===== config.mk =====
export PLATFORM = sky130hd
export DESIGN_NAME = direction_queue
export DESIGN_NICKNAME = d
export VERILOG_FILES = /design/src/rtl/snake_pkg.sv /design/src/rtl/key_debounce.sv /design/src/rtl/direction_queue.sv
export SDC_FILE = /design/constraint.sdc
export NUM_CORES = 1
export LEC_CHECK = 0
export CAP_MARGIN = 5
export CORE_UTILIZATION = 50
export CTS_CLUSTER_DIAMETER = 30
export DETAILED_ROUTE_END_ITERATION = 10
export PLACE_DENSITY = 0.67
export SYNTH_ARGS = -nofsm -noshare
export SYNTH_HDL_FRONTEND = slang
export SYNTH_HIERARCHICAL = 1
export SYNTH_SLANG_ARGS = --single-unit

===== constraint.sdc =====
create_clock -name clock -period 3.8 [get_ports clock]
set_input_delay 0.57 -clock clock [delete_from_list [all_inputs] [get_ports clock]]
set_output_delay 0.57 -clock clock [all_outputs]
set_load 0.01 [all_outputs]

===== src/rtl/snake_pkg.sv =====
// Direction encodings and helpers shared by the snake control path.
// Directions are one-hot: bit 0 = down, 1 = up, 2 = right, 3 = left.
package snake_pkg;

  localparam logic [3:0] DIR_DOWN  = 4'b0001;
  localparam logic [3:0] DIR_UP    = 4'b0010;
  localparam logic [3:0] DIR_RIGHT = 4'b0100;
  localparam logic [3:0] DIR_LEFT  = 4'b1000;

  function automatic logic [3:0] dir_opposite(input logic [3:0] d);
    return {d[2], d[3], d[0], d[1]};
  endfunction

  // Left beats right beats up beats down; returns 0 when nothing is pressed.
  function automatic logic [3:0] dir_priority_pick(input logic [3:0] p);
    logic [3:0] pick;
    pick = 4'b0000;
    if (p[3])      pick = DIR_LEFT;
    else if (p[2]) pick = DIR_RIGHT;
    else if (p[1]) pick = DIR_UP;
    else if (p[0]) pick = DIR_DOWN;
    return pick;
  endfunction

endpackage


===== src/rtl/key_debounce.sv =====
// One active-low push key: 2-flop synchroniser, stability counter and a
// registered one-cycle pulse on each debounced press (1 -> 0).
module key_debounce #(
  parameter int unsigned DEBOUNCE_CYCLES = 500000
) (
  input  logic clock,
  input  logic reset,
  input  logic key_n,
  output logic press
);

  localparam int unsigned CNTW = (DEBOUNCE_CYCLES > 1) ? $clog2(DEBOUNCE_CYCLES) : 1;
  localparam logic [CNTW-1:0] CNT_LAST = CNTW'(DEBOUNCE_CYCLES - 1);

  logic [1:0]      sync_q, sync_d;
  logic            level_q, level_d;
  logic            press_q, press_d;
  logic [CNTW-1:0] cnt_q, cnt_d;

  always_comb begin
    sync_d  = {sync_q[0], key_n};
    level_d = level_q;
    cnt_d   = '0;
    press_d = 1'b0;
    if (sync_q[1] != level_q) begin
      if (cnt_q == CNT_LAST) begin
        level_d = ~level_q;
        press_d = level_q;  // only the 1 -> 0 toggle is a press
      end else begin
        cnt_d = cnt_q + CNTW'(1);
      end
    end
  end

  always_ff @(posedge clock) begin
    if (!reset) begin
      sync_q  <= 2'b11;
      level_q <= 1'b1;
      cnt_q   <= '0;
      press_q <= 1'b0;
    end else begin
      sync_q  <= sync_d;
      level_q <= level_d;
      cnt_q   <= cnt_d;
      press_q <= press_d;
    end
  end

  assign press = press_q;

endmodule


===== src/rtl/direction_queue.sv =====
// Key conditioning in front of the snake direction logic: debounced presses
// become one-hot requests, filtered, queued and released one per move tick.
module direction_queue
  import snake_pkg::*;
#(
  parameter int unsigned DEBOUNCE_CYCLES = 500000,
  parameter int unsigned QUEUE_DEPTH     = 2,
  parameter logic [3:0]  INIT_DIR        = 4'b0100
) (
  input  logic       clock,
  input  logic       reset,
  input  logic [3:0] keys,
  input  logic       screenClock,
  input  logic       gameOver,
  output logic [3:0] direction,
  output logic [2:0] pending,
  output logic       dropped
);

  localparam int unsigned PW   = $clog2(QUEUE_DEPTH);
  localparam logic [2:0]  FULL = 3'(QUEUE_DEPTH);

  logic [3:0] press;

  for (genvar i = 0; i < 4; i++) begin : g_key
    key_debounce #(.DEBOUNCE_CYCLES(DEBOUNCE_CYCLES)) u_key (
      .clock (clock),
      .reset (reset),
      .key_n (keys[i]),
      .press (press[i])
    );
  end

  logic [3:0]    fifo_q [QUEUE_DEPTH];
  logic [3:0]    fifo_d [QUEUE_DEPTH];
  logic [PW-1:0] wr_ptr_q, wr_ptr_d;
  logic [PW-1:0] rd_ptr_q, rd_ptr_d;
  logic [2:0]    count_q, count_d;
  logic [3:0]    dir_q, dir_d;
  logic          sc_prev_q, sc_prev_d;
  logic          dropped_q, dropped_d;

  logic [3:0] req;
  logic [3:0] ref_dir;
  logic       tick, full, valid, push, pop;

  always_comb begin
    req     = dir_priority_pick(press);
    tick    = screenClock & ~sc_prev_q;
    full    = (count_q == FULL);
    // New requests are judged against where the snake will be heading once
    // everything already queued has been applied.
    ref_dir = (count_q != 3'd0) ? fifo_q[wr_ptr_q - PW'(1)] : dir_q;
    valid   = (req != 4'b0000) && (req != ref_dir) &&
              (req != dir_opposite(ref_dir)) && !gameOver;
    pop     = tick && (count_q != 3'd0) && !gameOver;
    push    = valid && (!full || pop);

    fifo_d    = fifo_q;
    wr_ptr_d  = wr_ptr_q;
    rd_ptr_d  = rd_ptr_q;
    count_d   = count_q;
    dir_d     = dir_q;
    sc_prev_d = screenClock;
    dropped_d = valid && full && !pop;

    if (gameOver) begin
      rd_ptr_d = wr_ptr_q;
      count_d  = 3'd0;
    end else begin
      if (push) begin
        fifo_d[wr_ptr_q] = req;
        wr_ptr_d         = wr_ptr_q + PW'(1);
      end
      if (pop) begin
        dir_d    = fifo_q[rd_ptr_q];
        rd_ptr_d = rd_ptr_q + PW'(1);
      end
      if (push && !pop)      count_d = count_q + 3'd1;
      else if (pop && !push) count_d = count_q - 3'd1;
    end
  end

  always_ff @(posedge clock) begin
    if (!reset) begin
      for (int i = 0; i < QUEUE_DEPTH; i++) fifo_q[i] <= 4'b0000;
      wr_ptr_q  <= '0;
      rd_ptr_q  <= '0;
      count_q   <= 3'd0;
      dir_q     <= INIT_DIR;
      sc_prev_q <= 1'b0;
      dropped_q <= 1'b0;
    end else begin
      fifo_q    <= fifo_d;
      wr_ptr_q  <= wr_ptr_d;
      rd_ptr_q  <= rd_ptr_d;
      count_q   <= count_d;
      dir_q     <= dir_d;
      sc_prev_q <= sc_prev_d;
      dropped_q <= dropped_d;
    end
  end

  assign direction = dir_q;
  assign pending   = count_q;
  assign dropped   = dropped_q;

endmodule


==> flow_metrics.env <==
export IMPL_status="finished clean"
export IMPL_die_width_um=107
export IMPL_antenna_found_initial=0
export IMPL_routed_wl_um=10100
export IMPL_drive_gt1_frac=0.0802
export IMPL_synth_cell_area_mm2=0.00547
export IMPL_powerDensity_mw_per_mm2=313
export IMPL_dp_cells=732
export IMPL_fin_util=0.561
export IMPL_muxShareOfSynthArea=0.0446
export IMPL_worstSetupPathType="flip-flop to flip-flop"
export IMPL_endpoint_kind="flip-flop"
export IMPL_slew_headroom=0.429
export IMPL_fmax_ghz=0.307
export IMPL_finalCritPeriodShare=0.857
export IMPL_vdd_ir_drop_max_uv=324
export IMPL_p_leak_uw=0.00180
export IMPL_tns_ns=0
export IMPL_initial_core_util=0.523
export IMPL_seqPwrFrac=0.638
export IMPL_die_area_mm2=0.0114
export IMPL_pin_count=16
export IMPL_final_cells=747
export IMPL_worst_ep_required_time_ns=4.11
export IMPL_slew_viol_final=0
export IMPL_crit_path_cell_trace="or3_1 -> a221oi_1 -> a2111oi_0 -> o211a_2 -> nor4_1 -> ha_1 -> inv_1 -> fa_1 -> xor2_1 -> or3_1 -> a21oi_1"
export IMPL_first_pass_iters=5
export IMPL_gp_congestion=0.847
export IMPL_dp_hpwl_um=7370
export IMPL_dpl_worst_slack_ns=0.413
export IMPL_yosys_most_used_dff="dfxtp_1"
export IMPL_finalClockSkew_ns=0.00694
export IMPL_holdBufCountCts=0
export IMPL_startpoint_type="flip-flop"
export IMPL_grt_pass1_wl_um=17700
export IMPL_synth_cells=599
export IMPL_cts_buffers=9
export IMPL_synth_adder_area_share=0.0151
export IMPL_track_usage=0.192
export IMPL_synth_compound_area_share=0.0585
export IMPL_async_flop_share=0
export IMPL_p_comb_frac=0.016
export IMPL_met3_usage=0.0547
export IMPL_yosys_area_share_simple=0.340
export IMPL_synth_top_family_by_area="simple AND/OR/NAND/NOR gates"
export IMPL_grt_ovfl_total=0
export IMPL_grt_pass1_vias=3920
export IMPL_clk_pin_slew_ns=0.10
export IMPL_drv_cap=0
export IMPL_cts_setup_buffers=0
export IMPL_internal_power_uw=1450
export IMPL_final_hold_violation_count=0
export IMPL_drt_iter0_drc=248
export IMPL_synth_avg_cell_area_um2=9.14
export IMPL_die_y_um=107
export IMPL_drc_errors=0
export IMPL_vias_per_cell=5.58
export IMPL_n_antenna_cell=0
export IMPL_postCtsResizedCells=0
export IMPL_use_met1=0.243
export IMPL_swShare=0.210
export IMPL_row_count=37
export IMPL_nets=621
export IMPL_cts_root_buf="clkbuf_8"
export IMPL_yosys_warnings=6
export IMPL_htreeDepth=3
export IMPL_hold_path_class="flip-flop to flip-flop"
export IMPL_finalWorstSetupSlack_ns=0.542
export IMPL_wl_per_cell_um=13.6
export IMPL_crit_path_max_incr_delay_ns=0.58
export IMPL_ys_ff_latch=111
export IMPL_areaGrowthSynthToFinish_pct=7.25
export IMPL_ctsLongestPathBuffers=2
export IMPL_rsz0062_at_grt="false"
export IMPL_synth_edf_count=0
export IMPL_ant_nets=0
export IMPL_cp_max_fo=10
export IMPL_ys_types=54
export IMPL_worstPathArrival_ns=3.56
export IMPL_grt_busiest_layer="met2"
export IMPL_use_met2=0.319
export IMPL_insertion_delay_ns=0.36
export IMPL_cts_sinks=111
export IMPL_portBuffers=15
export IMPL_vias=4165
export IMPL_cpMaxStageDelayCell="or3_1"
export IMPL_ys_seq_area_frac=0.406
export IMPL_cp_common_cell="or3_1"
export IMPL_p_total_uw=1840
export IMPL_finalCriticalPeriod_ns=3.26
export IMPL_synth_xor_area_share=0.107
export IMPL_finalSetupViolCount=0
export IMPL_core_area_mm2=0.0105
export IMPL_synth_fp_nets=613
export IMPL_p_clk_frac=0.346
export IMPL_cts_tree="built"
export IMPL_switching_power_uw=386
export IMPL_grt_max_degree=27
export IMPL_worst_pin_slew_ns=0.847
==> final timing paths <==
check                           start                        to  slack, ns  depth (start not counted)
max reg2reg                pending[0]                pending[2]       0.54                         11
max                        pending[0]                pending[2]       0.54                         11
min reg2reg  g_key[3].u_key/sync_q[0]  g_key[3].u_key/sync_q[1]       0.41                          1
min          g_key[3].u_key/sync_q[0]  g_key[3].u_key/sync_q[1]       0.41                          1
==> power groups by stage <==
stage,Sequential (µW),Clock [µW],Combinational (µW)
after global placement,1200,0,29.9
after global routing,1170,725,33.6
after CTS,1170,677,30.6
after floorplan,1200,0,16.3
final,1170,636,29.9
after detailed placement,1200,0,30.4
==> metrics by stage <==
stage	hold WS (ns)	instance area [µm²]
floorplan	0.386	5470
global placement	0.391	5700
finish	0.415	5870
global route	0.442	5870
CTS	0.417	5870
detailed placement	0.392	5700
==> worst max-delay path, delay by kind of cell (launching register included) <==
kind	cells	cell delay, ns
XOR/XNOR	1	0.15
flip-flops	1	0.39
AND/OR/NAND/NOR	3	1.06
AO/OA/AOI/OAI	4	0.93
adder cells (fa/ha/maj)	2	0.60
buffers and inverters	1	0.07
==> routing by layer <==
layer / share of wire / vias up / wire (µm)
li1: - / 2149 / -
met1: 0.47 / 1941 / 4810
met2: 0.47 / 69 / 4820
met3: 0.044 / 6 / 449
met4: 0.0062 / 0 / 63
met5: 0 / - / 0
==> sequential cells by signal (all words and copies together), names as in the netlist, 3 cells and up <==
name / cells
g_key.u_key/press: 4
pending: 3
direction: 4
fifo_q: 8
g_key.u_key/cnt_q: 76
g_key.u_key/level_q: 4
g_key.u_key/sync_q: 8
==> synthesized netlist by cell type, drive strengths merged (3+ instances only) <==
cell	n	area, µm²
inv	13	48.8
nand2	55	206
nand2b	9	56.3
a21boi	4	30.0
ha	5	62.6
or4	4	30.0
xnor2	42	368
nor2	86	325
buf	14	86.3
nor3	23	115
nand3	34	170
and4	12	105
xor2	25	219
nor4	28	275
o211a	4	40.0
nand3b	9	67.6
mux2i	21	210
clkbuf	5	18.8
nor4b	6	92.6
nand4	37	317
o21ai	7	35.0
a21o	4	35.0
a21oi	15	75.1
dfxtp	111	2220
nand4bb	4	45.0
mux2	3	33.8
==> cell usage in the layout, fill, tap and decap left out, types with 15 or more instances in the layout <==
cell type and instances:
nand3_1 34, dfxtp_1 111, nor2_1 85, clkdlybuf4s50_1 15, xor2_1 25, nand4_1 29
xnor2_1 42, a21oi_1 15, nor4_1 19, nor3_1 23, nand2_1 55, mux2i_1 21
==> layout make-up <==
cell class / count / area, µm²
Multi-Input combinational cell: 456 / 3100
Timing Repair Buffer: 16 / 158
Clock buffer: 12 / 155
Inverter: 13 / 48.8
Sequential cell: 111 / 2220
Fill cell: 954 / 4590
Clock inverter: 3 / 18.8
Tap cell: 136 / 170
==> cell families (layout without fill, tap and decap cells) <==
group	count (synthesis)	in the layout
muxes	24	24
xor gates and xnor gates	67	67
DFF	111	111
AOI/OAI and AO/OA	44	44
adders and majority gates	6	6
buffers and inverters	32	44
and+or+nand+nor	315	315
Note: power is estimated with default switching activity, not from simulation.
